--- src/rtl/adc_captura_flujo.sv ---
// ADC0804-style capture front end for the spirometer flow path.
// Runs the CS_n/WR_n/RD_n/INTR_n handshake on each iCE tick, averages 2^AVG_LOG2
// conversions and publishes one 8-bit flow sample with a one-cycle oValid strobe.
module adc_captura_flujo #(
  parameter int unsigned WR_PULSE_CYC  = 10,
  parameter int unsigned RD_ACCESS_CYC = 10,
  parameter int unsigned TIMEOUT_CYC   = 10000,
  parameter int unsigned AVG_LOG2      = 2
) (
  input  logic       iClk,
  input  logic       iReset,
  input  logic       iCE,
  input  logic       iINTR_n,
  input  logic [7:0] ivDB,
  output logic       oCS_n,
  output logic       oWR_n,
  output logic       oRD_n,
  output logic [7:0] ovDatos,
  output logic       oValid,
  output logic       oError
);

  localparam int unsigned MaxWrRd = (WR_PULSE_CYC > RD_ACCESS_CYC) ? WR_PULSE_CYC
                                                                   : RD_ACCESS_CYC;
  localparam int unsigned MaxCyc  = (MaxWrRd > TIMEOUT_CYC) ? MaxWrRd : TIMEOUT_CYC;
  localparam int unsigned TmrW    = $clog2(MaxCyc + 1);
  localparam int unsigned AccW    = 8 + AVG_LOG2;
  localparam int unsigned CntW    = AVG_LOG2 + 1;

  localparam logic [TmrW-1:0] WrLast  = TmrW'(WR_PULSE_CYC - 1);
  localparam logic [TmrW-1:0] RdLast  = TmrW'(RD_ACCESS_CYC - 1);
  localparam logic [TmrW-1:0] ToLast  = TmrW'(TIMEOUT_CYC - 1);
  localparam logic [CntW-1:0] CntFull = CntW'(1 << AVG_LOG2);

  typedef enum logic [2:0] {
    StIdle,
    StWrLow,
    StWaitIntr,
    StRdLow,
    StAccum,
    StPublish
  } state_e;

  state_e          state_q, state_d;
  logic [TmrW-1:0] tmr_q, tmr_d;
  logic [7:0]      raw_q, raw_d;
  logic [AccW-1:0] acc_q, acc_d;
  logic [CntW-1:0] cnt_q, cnt_d;
  logic [7:0]      data_q, data_d;
  logic            valid_q, valid_d;
  logic            error_q, error_d;
  logic            sync1_q, sync1_d;
  logic            sync2_q, sync2_d;
  logic            cs_n_q, cs_n_d;
  logic            wr_n_q, wr_n_d;
  logic            rd_n_q, rd_n_d;

  logic [AccW-1:0] acc_sum;
  logic [CntW-1:0] cnt_inc;

  // Next-state, datapath and strobe decode; strobes are registered from state_d so the
  // ADC pins are glitch-free and line up exactly with the state they belong to.
  always_comb begin
    state_d = state_q;
    tmr_d   = tmr_q;
    raw_d   = raw_q;
    acc_d   = acc_q;
    cnt_d   = cnt_q;
    data_d  = data_q;
    valid_d = 1'b0;
    error_d = error_q;
    sync1_d = iINTR_n;
    sync2_d = sync1_q;
    acc_sum = acc_q + AccW'(raw_q);
    cnt_inc = cnt_q + CntW'(1);

    unique case (state_q)
      StIdle: begin
        if (iCE) begin
          state_d = StWrLow;
          tmr_d   = '0;
        end
      end
      StWrLow: begin
        if (tmr_q == WrLast) begin
          state_d = StWaitIntr;
          tmr_d   = '0;
        end else begin
          tmr_d = tmr_q + TmrW'(1);
        end
      end
      StWaitIntr: begin
        // INTR is checked first so it wins a tie with the timeout.
        if (!sync2_q) begin
          state_d = StRdLow;
          tmr_d   = '0;
        end else if (tmr_q == ToLast) begin
          state_d = StIdle;
          error_d = 1'b1;
          tmr_d   = '0;
        end else begin
          tmr_d = tmr_q + TmrW'(1);
        end
      end
      StRdLow: begin
        if (tmr_q == RdLast) begin
          raw_d   = ivDB;
          state_d = StAccum;
          tmr_d   = '0;
        end else begin
          tmr_d = tmr_q + TmrW'(1);
        end
      end
      StAccum: begin
        acc_d = acc_sum;
        cnt_d = cnt_inc;
        if (cnt_inc == CntFull) begin
          // Output register loads here so ovDatos and oValid are both live in PUBLISH.
          state_d = StPublish;
          data_d  = acc_sum[AccW-1:AVG_LOG2];
          valid_d = 1'b1;
        end else begin
          state_d = StIdle;
        end
      end
      StPublish: begin
        acc_d   = '0;
        cnt_d   = '0;
        state_d = StIdle;
      end
      default: begin
        state_d = StIdle;
      end
    endcase

    wr_n_d = (state_d != StWrLow);
    rd_n_d = (state_d != StRdLow);
    cs_n_d = wr_n_d & rd_n_d;
  end

  // State register with synchronous active-low reset.
  always_ff @(posedge iClk) begin
    if (!iReset) begin
      state_q <= StIdle;
      tmr_q   <= '0;
      raw_q   <= '0;
      acc_q   <= '0;
      cnt_q   <= '0;
      data_q  <= '0;
      valid_q <= 1'b0;
      error_q <= 1'b0;
      sync1_q <= 1'b1;
      sync2_q <= 1'b1;
      cs_n_q  <= 1'b1;
      wr_n_q  <= 1'b1;
      rd_n_q  <= 1'b1;
    end else begin
      state_q <= state_d;
      tmr_q   <= tmr_d;
      raw_q   <= raw_d;
      acc_q   <= acc_d;
      cnt_q   <= cnt_d;
      data_q  <= data_d;
      valid_q <= valid_d;
      error_q <= error_d;
      sync1_q <= sync1_d;
      sync2_q <= sync2_d;
      cs_n_q  <= cs_n_d;
      wr_n_q  <= wr_n_d;
      rd_n_q  <= rd_n_d;
    end
  end

  assign oCS_n   = cs_n_q;
  assign oWR_n   = wr_n_q;
  assign oRD_n   = rd_n_q;
  assign ovDatos = data_q;
  assign oValid  = valid_q;
  assign oError  = error_q;

endmodule

--- config.mk ---
export PLATFORM = sky130hd
export DESIGN_NAME = adc_captura_flujo
export DESIGN_NICKNAME = d
export VERILOG_FILES = /design/src/rtl/adc_captura_flujo.sv
export SDC_FILE = /design/constraint.sdc
export NUM_CORES = 1
export LEC_CHECK = 0
export CAP_MARGIN = 40
export CORE_MARGIN = 8
export CORE_UTILIZATION = 45
export DETAILED_ROUTE_END_ITERATION = 10
export PLACE_DENSITY = 0.7
export SLEW_MARGIN = 10
export SYNTH_ARGS = -nofsm -noshare
export SYNTH_HDL_FRONTEND = slang
export SYNTH_SLANG_ARGS = --single-unit
--- constraint.sdc ---
create_clock -name iClk -period 2.45 [get_ports iClk]
set_input_delay 0.3675 -clock iClk [delete_from_list [all_inputs] [get_ports iClk]]
set_output_delay 0.3675 -clock iClk [all_outputs]
set_load 0.03 [all_outputs]
== Word-level counts from Yosys, hierarchy flattened ==
Index checks and enable logic that the tools add are counted.
Operators by class
  multiplexer cells: 15
  eq/ne operators: 11
  bitwise operators: 1
  reductions and logical operators: 9
  add/sub/neg operators: 3
Operator list (count)
  two-way mux 14 bit: 4
  case mux 14 bit (3 select lines): 1
  case mux 10 bit (2 select lines): 1
  two-way mux 3 bit: 6
  case mux 3 bit (5 select lines): 1
  adder 14 x 1 -> 14 bit (second input constant): 1
  == test 14 bit (second input constant): 1
  == test 14 x 4 -> 1 bit (second input constant): 1
  adder 10 x 8 -> 10 bit: 1
  == test 3 bit (second input constant): 3
  AND reduction 2 bit: 4
  == test 3 x 2 -> 1 bit (second input constant): 2
  case mux 3 bit (2 select lines): 1
  adder 3 x 1 -> 3 bit (second input constant): 1
  == test 3 x 1 -> 1 bit (second input constant): 1
  zero test 3 bit: 1
  != test 3 x 1 -> 1 bit (second input constant): 1
  != test 3 x 2 -> 1 bit (second input constant): 1
  AND reduction 3 bit: 1
  nonzero test 3 bit: 1
  != test 2 bit (second input constant): 1
  nonzero test 2 bit: 1
  OR reduction 2 bit: 1
  AND 1 bit: 1
  two-way mux 1 bit: 1
Storage, ports and cells
  word-level logic and storage cells: 52
  register bits: 53

== Depth between registers and ports, before layout ==
Gate-level depths: netlist (run 1).
  word-level depth: 6
  gate-level depth with buffers: 8
  depth with buffers taken out: 7

== Least setup slack after synthesis (run 1) ==
No wires, ideal clock.
  path type: register -> register
  start: register raw_q[0]
  end: register acc_q[8]
  stages on the path, launching flop included: 8
  path buffers: 0
  arrival time: 1997 ps
  path slack: 375 ps
  library setup time: 79 ps
  clock period less this slack: 2075 ps
  required time: 2371 ps
  cells stage by stage: dfxtp_1 ha_1 fa_1 a21o_1 a2111oi_2 nor2_1 or3_1 o211ai_1
Between the ends
  word-level cells in the longest chain between the ends: 2
RTL lines
  start, declared: RTL line 46  | logic [7:0] raw_q, raw_d;
  start signal, assigned: RTL line 160  | raw_q <= raw_d;
  adder 10 x 8 -> 10 bit: RTL line 74  | acc_sum = acc_q + AccW'(raw_q);
  case mux 10 bit (2 select lines): RTL line 77  | unique case (state_q)
  end signal, assigned: RTL line 147  | acc_q <= '0;
  end signal, assigned: RTL line 161  | acc_q <= acc_d;
  end, declared: RTL line 47  | logic [AccW-1:0] acc_q, acc_d;
Every way passes these cells.
A chain may end at the register's enable or synchronous reset.

== Worst setup path in the final report (run 1) ==
Ends and elaborated chain as after synthesis.

==> impl_metrics.json, run 1 <==
{
  "status": "complete, no violations",
  "die-width_um": 92.89,
  "worstSkewPairLatency_ns": 0.32,
  "die_area_um2": 8628,
  "irDropWorstVdd_mv": 0.2344,
  "nets": 359,
  "yosysSeqAreaShare_pct": 39.89,
  "ctsHtreeMaxLevel": 2,
  "wl_per_cell_um": 14.37,
  "row_count": 28,
  "power_density_nw_per_um2": 515.5,
  "synth_edf_count": 0,
  "ys_seq_elements": 53,
  "cts_buffer_depth": 2,
  "worstPathRequired_ns": 2.69,
  "gp_congestion": 0.8535,
  "start_util_pct": 45.74,
  "core_um2": 5816,
  "fmax_mhz": 447.5,
  "fillCellCount": 559,
  "cts_tree": "done",
  "post_cts_resized": 0,
  "final_core_util_pct": 53.44,
  "yosysUniqueCellTypes": 54,
  "cts_buffers": 5,
  "drt_iter0_drc": 110,
  "drt-pass1-iter-count": 4,
  "start_kind": "flip-flop",
  "syn_area_per_cell_um2": 8.637,
  "holdBufCountCts": 0,
  "ys_warn_count": 0,
  "die_height_um": 92.89,
  "rsz0062_at_grt": "false",
  "finalHoldViolCount": 0,
  "io_pins": 25,
  "diodes": 0,
  "fin_crit_ns": 2.235,
  "worstSetupPathType": "flip-flop to flip-flop",
  "mostFrequentLayoutCells": "53 x dfxtp_1, 31 x nor2_1, 25 x nand2_1, 25 x a21oi_1, 24 x clkdlybuf4s50_1",
  "post_cts_buffers": 0,
  "cap_violations": 0,
  "synth-main-ff-cell": "dfxtp_1",
  "vias_per_cell": 5.539,
  "grt_pass1_vias": 2158,
  "end_kind": "flip-flop",
  "setup_violations": 0,
  "cts.clk_slew.worst_paths_ns": 0.09,
  "grt_remaining_overflow": 0,
  "synthesis.nets": 333,
  "syn2layout_area_growth_pct": 16.84,
  "grt_max_degree": 28,
  "finalSetupTns_ns": 0,
  "cts_root_buf": "clkbuf_8",
  "slew_violations": 0,
  "drc": 0,
  "finClkSkew_ns": 0.007473,
  "post-route-period-util_pct": 91.21,
  "synth_cells": 308,
  "relSlewSlack_pct": 57.64,
  "cp_max_fo": 3,
  "wirelength_um": 5890,
  "power.leakage_nw": 1.193,
  "grtUsageTotal_pct": 14.08,
  "cts.sinks": 53,
  "async_flop_share_pct": 0,
  "netlist_area_um2": 2660,
  "cp_data_arrival_time_ns": 2.48,
  "grt_pass1_wl_um": 9901,
  "drive_above_1_share_pct": 8.358,
  "tightest_slew_ns": 0.6354,
  "hp-class": "flip-flop to flip-flop",
  "io_buffers": 24,
  "vias": 2271,
  "ant_nets": 0,
  "layout_commonest_cell": "dfxtp_1",
  "antenna_found_initial": 0,
  "hold_ws_ns": 0.4183,
  "hpwl_um": 4254
}
[cell families (layout without fill, tap and decap cells)]
logic type | count (synthesis) | after routing | share of synthesized area [%]
AND/OR/NAND/NOR | 129 | 129 | 26.43
AO/OA/AOI/OAI | 70 | 70 | 16.84
flip-flops | 53 | 53 | 39.89
buffers and inverters | 25 | 52 | 4.045
adder cells (fa/ha/maj) | 13 | 13 | 6.397
multiplexers | 10 | 10 | 3.763
XOR/XNOR | 8 | 8 | 2.634
[worst paths after layout]
path	slack, ns	start	cells after the start	to
worst max-delay path	0.22	raw_q[0]$_SDFFE_PN0P_	7	acc_q[8]$_SDFFE_PN0P_
worst min-delay path	0.42	sync1_q$_SDFF_PN1_	1	sync2_q$_SDFF_PN1_
worst max register to register	0.22	raw_q[0]$_SDFFE_PN0P_	7	acc_q[8]$_SDFFE_PN0P_
worst min register to register	0.42	sync1_q$_SDFF_PN1_	1	sync2_q$_SDFF_PN1_
[final cells by class]
type                       count  area, um2  share of cell area [%]
timing repair buffer          32      300.3                   9.662
sequential                    53       1061                   34.14
clock buffer                   7      86.33                   2.778
inverter                      12      45.04                   1.449
multi-input combinational    230       1491                   47.99
clock inverter                 1      30.03                  0.9662
tap                           75      93.84                   3.019
[layer usage]
| layer | routed length, um | track usage [%] | vias up |
|---|---|---|---|
| met5 | 0 | 0 | - |
| met3 | 240 | 3.560 | 10 |
| met2 | 2634 | 22.01 | 37 |
| met1 | 2890 | 17.77 | 1062 |
| met4 | 125 | 6.443 | 0 |
| li1 | - | - | 1162 |
[cells in the mapped netlist (all sizes together), types with 2 or more instances]
cell type	number	area [um2]
nor3b	2	20.02
o211ai	3	22.52
nand3b	2	15.01
nor2b	2	12.51
nor4	4	40.04
a32o	3	30.03
clkbuf	7	26.28
ha	12	150.1
nand4	7	50.05
xor2	3	26.28
a21oi	25	125.1
o21ai	15	75.07
nor3	12	65.06
dfxtp	53	1061
xnor2	5	43.79
a211oi	2	15.01
a31oi	5	31.28
nand3	10	50.05
and2	3	18.77
nand2b	8	50.05
and4	3	28.78
a22oi	3	22.52
and3	8	51.30
nor2	31	116.4
buf	6	36.28
mux2i	10	100.1
nand2	25	93.84
inv	12	45.04
or3	6	37.54
or2	2	12.51
a21o	4	30.03
a2111oi	2	23.77
[sequential cells by signal, indices dropped and copies added (netlist names)]
register  cells
oWR_n         1
sync1_q       1
raw_q         8
acc_q        10
tmr_q        14
oValid        1
oRD_n         1
sync2_q       1
state_q       3
cnt_q         3
oCS_n         1
ovDatos       8
oError        1
[through the flow]
stage | setup WS, ns | cells | power [mW] | instance area [um2]
2_1_floorplan | 0.3745 | 308 | 0.9499 | 2660
3_3_place_gp | 0.2785 | 402 | 0.9937 | 2992
3_5_place_dp | 0.2425 | 402 | 0.9950 | 2992
4_1_cts | 0.2107 | 410 | 1.611 | 3108
5_1_grt | 0.06393 | 410 | 1.659 | 3108
6_report | 0.2153 | 410 | 1.602 | 3108
[power by group]
group	total (mW)	switching [mW]	internal (mW)
combinational	0.0941	0.0511	0.0430
sequential	0.881	0.0110	0.870
clock	0.627	0.294	0.333
total	1.60	0.356	1.25
[worst max-delay path, stage by stage, from the launching register on]
cell	delay, ns
dfxtp_1	0.33
ha_1	0.23
fa_1	0.40
a21o_1	0.24
a2111oi_2	0.40
nor2_1	0.11
or3_1	0.35
o211ai_1	0.09
Power figures use the tool's default switching activity.
==> run 2, diff against run 1 <==
- CORE_UTILIZATION: 45 -> 57
- PLACE_DENSITY: 0.7 -> 0.84
==> run 2 against run 1 <==
Via count stayed put. Fmax up 0.37%. Clock power decreased by 22%. Critical path type unchanged.
==> impl_metrics.json, run 2 (synthesized netlist as in run 1, its figures left out) <==
{
  "cts_tree": "done",
  "worstSkewPairLatency_ns": 0.30,
  "final_area_um2": 3052,
  "pwr-share-comb_pct": 6.8,
  "ff_latch_area_um2": 1061,
  "tightest_slew_ns": 0.6665,
  "end_kind": "flip-flop",
  "drt_iter0_drc": 135,
  "status": "complete, no violations",
  "grt_max_degree": 28,
  "finClkSkew_ns": 0.009451,
  "cp_max_fo": 3,
  "post-route-period-util_pct": 90.88,
  "hpwl_um": 4337,
  "nets": 359,
  "cts.clk_slew.worst_paths_ns": 0.08,
  "diodes": 0,
  "post_cts_buffers": 0,
  "drc": 0,
  "multi_input_area_um2": 1491,
  "reg2reg_setup_slack_ns": 0.22,
  "crit_path_end": "acc_q[8]$_SDFFE_PN0P_",
  "switchingPower_mw": 0.3289,
  "place_inst": 381,
  "cap_violations": 0,
  "mostFrequentLayoutCells": "53 x dfxtp_1, 31 x nor2_1, 25 x nand2_1, 25 x a21oi_1, 24 x clkdlybuf4s50_1",
  "die_area_um2": 7109,
  "finalSetupTns_ns": 0,
  "hold_ws_ns": 0.4238,
  "fin_crit_ns": 2.226,
  "drive_above_1_share_pct": 8.084,
  "cts_buffer_depth": 2,
  "grt_remaining_overflow": 0,
  "r2r_start": "raw_q[0]$_SDFFE_PN0P_",
  "largest_register_ffs": 14,
  "worstPathRequired_ns": 2.67,
  "layout_commonest_cell": "dfxtp_1",
  "worst_path_max_delay_cell": "fa_1",
  "drt-pass1-iter-count": 4,
  "placed_cell_area_um2": 2965,
  "io_buffers": 24,
  "grtUsageTotal_pct": 16.48,
  "post_cts_resized": 0,
  "largestRegisters": "tmr_q (14), acc_q (10)",
  "crit_start": "raw_q[0]$_SDFFE_PN0P_",
  "worstSetupPathType": "flip-flop to flip-flop",
  "wirelength_um": 5799,
  "power.internal_mw": 1.139,
  "cp.depth": 7,
  "r2r_cells": 7,
  "fmax_mhz": 449.1,
  "gp_congestion": 0.8785,
  "cts.sinks": 53,
  "fillCellCount": 384,
  "hp-class": "flip-flop to flip-flop",
  "power_density_nw_per_um2": 481.0,
  "netSwitchingFraction_pct": 22.41,
  "relSlewSlack_pct": 55.57,
  "setup_violations": 0,
  "cp_data_arrival_time_ns": 2.45,
  "rsz0062_at_grt": "false",
  "row_count": 25,
  "io_pins": 25,
  "grt_pass1_wl_um": 9922,
  "die_height_um": 84.32,
  "slew_violations": 0,
  "finalHoldViolCount": 0,
  "syn2layout_area_growth_pct": 14.72,
  "die-width_um": 84.32,
  "vias_per_cell": 5.853,
  "cpPeakStageDelay_ns": 0.42,
  "start_kind": "flip-flop",
  "instances_no_fill": 388,
  "critPathBufInv": 0,
  "cts_root_buf": "clkbuf_8",
  "core_um2": 4598,
  "ant_nets": 0,
  "reg2reg_to": "acc_q[8]$_SDFFE_PN0P_",
  "crit_chain": "ha_1 > fa_1 > a21o_1 > a2111oi_2 > nor2_1 > or3_1 > o211ai_1",
  "cts_buffers": 5,
  "holdBufCountCts": 0,
  "regMostFlops": "tmr_q",
  "antenna_found_initial": 0,
  "ctsHtreeMaxLevel": 2,
  "start_util_pct": 57.85,
  "power.leakage_nw": 1.178,
  "clockPowerShare_pct": 33.4,
  "vias": 2271,
  "seqPwrFrac_pct": 59.8,
  "irDropWorstVdd_mv": 0.3496,
  "wl_per_cell_um": 14.95,
  "final_core_util_pct": 66.37,
  "crit_family": "compound AO/OA/AOI/OAI gates",
  "grt_pass1_vias": 2179
}
==> run 2: cell count changes in the layout (fill, tap and decap cells not counted), sizes merged <==
cell / before / now
bufinv: 1 / 0
==> run 2: how the worst min path moves through the flow <==
stage | start | end | slack (ns) | depth (start not counted)
floorplan | sync1_q$_SDFF_PN1_ | sync2_q$_SDFF_PN1_ | 0.39 | 1
global placement | sync1_q$_SDFF_PN1_ | sync2_q$_SDFF_PN1_ | 0.39 | 1
detailed placement | sync1_q$_SDFF_PN1_ | sync2_q$_SDFF_PN1_ | 0.41 | 1
CTS | sync1_q$_SDFF_PN1_ | sync2_q$_SDFF_PN1_ | 0.43 | 1
global route | sync1_q$_SDFF_PN1_ | sync2_q$_SDFF_PN1_ | 0.46 | 1
finish | sync1_q$_SDFF_PN1_ | sync2_q$_SDFF_PN1_ | 0.42 | 1
==> run 2: final cells by class <==
type | count | area share (%)
inverter | 12 | 1.476
sequential | 53 | 34.77
multi-input combinational | 230 | 48.87
timing repair buffer | 32 | 9.840
clock buffer | 7 | 2.829
tap | 54 | 2.214
==> run 2: power by group through the flow <==
stage / sequential (mW) / clock (mW) / combinational (mW)
after global placement: 0.897 / 0 / 0.0967
after global routing: 0.879 / 0.534 / 0.109
final: 0.878 / 0.491 / 0.0993
after CTS: 0.878 / 0.506 / 0.0992
after detailed placement: 0.898 / 0 / 0.0988
after floorplan: 0.901 / 0 / 0.0489
==> run 2: metal layers <==
| layer | global-route usage [%] | vias to the layer above | share of wire [%] |
|---|---|---|---|
| met5 | 0 | - | 0 |
| met4 | 5.338 | 0 | 1.0 |
| met3 | 4.259 | 6 | 4.1 |
| met2 | 27.58 | 42 | 48 |
| met1 | 19.91 | 1061 | 47 |
| li1 | - | 1162 | - |
==> run 2: metrics by stage <==
| stage | power (mW) | setup slack, ns |
|---|---|---|
| 2_1_floorplan | 0.9499 | 0.3745 |
| 3_3_place_gp | 0.9939 | 0.3005 |
| 3_5_place_dp | 0.9967 | 0.2571 |
| 4_1_cts | 1.483 | 0.2253 |
| 5_1_grt | 1.522 | 0.1058 |
| 6_report | 1.468 | 0.2236 |
==> run 3, diff against run 2 <==
- CORE_MARGIN: 8 -> 2
- CORE_UTILIZATION: 57 -> 61
- MAX_ROUTING_LAYER: unset -> met4
- PLACE_DENSITY: 0.84 -> 0.89
- clock period: 2.45 -> 2.6 ns (I/O delays scaled with it)
==> run 3 against run 2 <==
First-iteration DRC count rose by 0.74%. Via count up 2.4%. Combinational power down 7.7%. Critical path type unchanged. Largest power group unchanged. Worst setup slack improved by 0.14 ns. Core utilization is 4.6 points higher. Critical path depth unchanged. Clock power fell by 6.9%.
==> impl_metrics.json, run 3 (synthesized netlist as in run 1, its figures left out) <==
{
  "status": "complete, no violations",
  "p_total_mw": 1.375,
  "cp_data_arrival_time_ns": 2.47,
  "drive_above_1_share_pct": 7.831,
  "ant_nets": 0,
  "cts.sinks": 53,
  "final_area_um2": 3027,
  "largest_register_ffs": 14,
  "layout_commonest_cell": "dfxtp_1",
  "cp_max_fo": 3,
  "min_path_cells": 1,
  "fmax_mhz": 447.5,
  "cts.clk_slew.worst_paths_ns": 0.10,
  "finalSetupTns_ns": 0,
  "wirelength_um": 5698,
  "syn2layout_area_growth_pct": 13.78,
  "multi_input_area_um2": 1491,
  "drt-pass1-iter-count": 4,
  "start_kind": "flip-flop",
  "io_buffers": 24,
  "fillCellCount": 339,
  "wl_per_cell_um": 14.84,
  "nets": 356,
  "mostFrequentLayoutCells": "53 x dfxtp_1, 31 x nor2_1, 25 x nand2_1, 25 x a21oi_1, 24 x clkdlybuf4s50_1",
  "diodes": 0,
  "post_cts_resized": 0,
  "tightest_slew_ns": 0.6720,
  "relSlewSlack_pct": 55.20,
  "grtUsageTotal_pct": 25.45,
  "gp_congestion": 0.8992,
  "start_util_pct": 62.38,
  "grt_remaining_overflow": 0,
  "power.leakage_nw": 1.163,
  "drt_iter0_drc": 136,
  "row_count": 24,
  "holdBufCountCts": 0,
  "r2r_cells": 7,
  "antenna_found_initial": 0,
  "die-width_um": 70.04,
  "worstSkewPairLatency_ns": 0.31,
  "die_height_um": 70.04,
  "hp-class": "flip-flop to flip-flop",
  "setup_violations": 0,
  "irDropWorstVdd_mv": 0.3261,
  "cts_buffer_depth": 2,
  "cts_root_buf": "clkbuf_8",
  "worst_path_max_delay_cell": "fa_1",
  "cts_tree": "done",
  "worstPathRequired_ns": 2.83,
  "post_cts_buffers": 0,
  "cpPeakStageDelay_ns": 0.42,
  "placed_cell_area_um2": 2940,
  "rsz0062_at_grt": "false",
  "drc": 0,
  "end_kind": "flip-flop",
  "crit_chain": "ha_1 > fa_1 > a21o_1 > a2111oi_2 > nor2_1 > or3_1 > o211ai_1",
  "core_um2": 4264,
  "io_pins": 25,
  "slew_violations": 0,
  "finClkSkew_ns": 0.008098,
  "post-route-period-util_pct": 85.95,
  "largestRegisters": "tmr_q (14), acc_q (10)",
  "finalHoldViolCount": 0,
  "grt_max_degree": 28,
  "vias": 2326,
  "grt_pass1_vias": 2242,
  "cts_buffers": 5,
  "cap_violations": 0,
  "worstSetupPathType": "flip-flop to flip-flop",
  "vias_per_cell": 6.057,
  "ctsHtreeMaxLevel": 2,
  "ff_latch_area_um2": 1061,
  "grt_pass1_wl_um": 9915,
  "die_area_um2": 4905,
  "regMostFlops": "tmr_q",
  "hpwl_um": 4021,
  "fin_crit_ns": 2.235,
  "power_density_nw_per_um2": 454.3
}
## run 3: cell count changes in the layout (fill, tap and decap cells not counted)
cell / delta
buf_4: -3
clkbuf_1: -1
clkbuf_8: -1
clkinv_2: +2
clkinvlp_4: +1
## run 3: per-stage QoR
stage          hold WS (ns)  worst slack, ns  utilization, %  instances
2_1_floorplan        0.3863           0.5245               -        308
3_3_place_gp         0.3976           0.4649           68.96        376
3_5_place_dp         0.3997           0.3285           68.96        376
4_1_cts              0.4276           0.3746           70.98        384
5_1_grt              0.4537           0.1752           70.98        384
6_report             0.4226           0.3653           70.98        384
## run 3: final cells by class
class	count	share of cell area (%)
Clock buffer	5	2.274
Clock inverter	3	0.5788
Inverter	12	1.488
Multi-Input combinational cell	230	49.28
Sequential cell	53	35.06
Tap cell	52	2.150
Timing Repair Buffer	29	9.177
## run 3: routing by layer
metal / global-route usage [%] / up-vias / wire (um)
li1: - / 1160 / -
met1: 32.33 / 1095 / 2621
met2: 41.38 / 64 / 2703
met3: 5.195 / 7 / 312
met4: 7.265 / 0 / 61
met5: - / - / 0
## run 3: critical path: cells and delay by family (launching register included)
family | cells | cell delay, ns
AO/OA/AOI/OAI | 3 | 0.71
flip-flops | 1 | 0.33
adder cells (fa/ha/maj) | 2 | 0.66
AND/OR/NAND/NOR | 2 | 0.46
## run 3: power breakdown
group / internal (mW) / leakage [nW] / switching, mW
Combinational: 0.0394 / 0.691 / 0.0523
Sequential: 0.820 / 0.428 / 0.00643
Clock: 0.186 / 0.0439 / 0.271
Total: 1.05 / 1.16 / 0.329
## run 3: final timing paths
| kind | startpoint | end | slack [ns] |
|---|---|---|---|
| worst max-delay path | raw_q[0]$_SDFFE_PN0P_ | acc_q[8]$_SDFFE_PN0P_ | 0.37 |
| worst min register to register | sync1_q$_SDFF_PN1_ | sync2_q$_SDFF_PN1_ | 0.42 |
| worst min-delay path | sync1_q$_SDFF_PN1_ | sync2_q$_SDFF_PN1_ | 0.42 |
| worst max register to register | raw_q[0]$_SDFFE_PN0P_ | acc_q[8]$_SDFFE_PN0P_ | 0.37 |
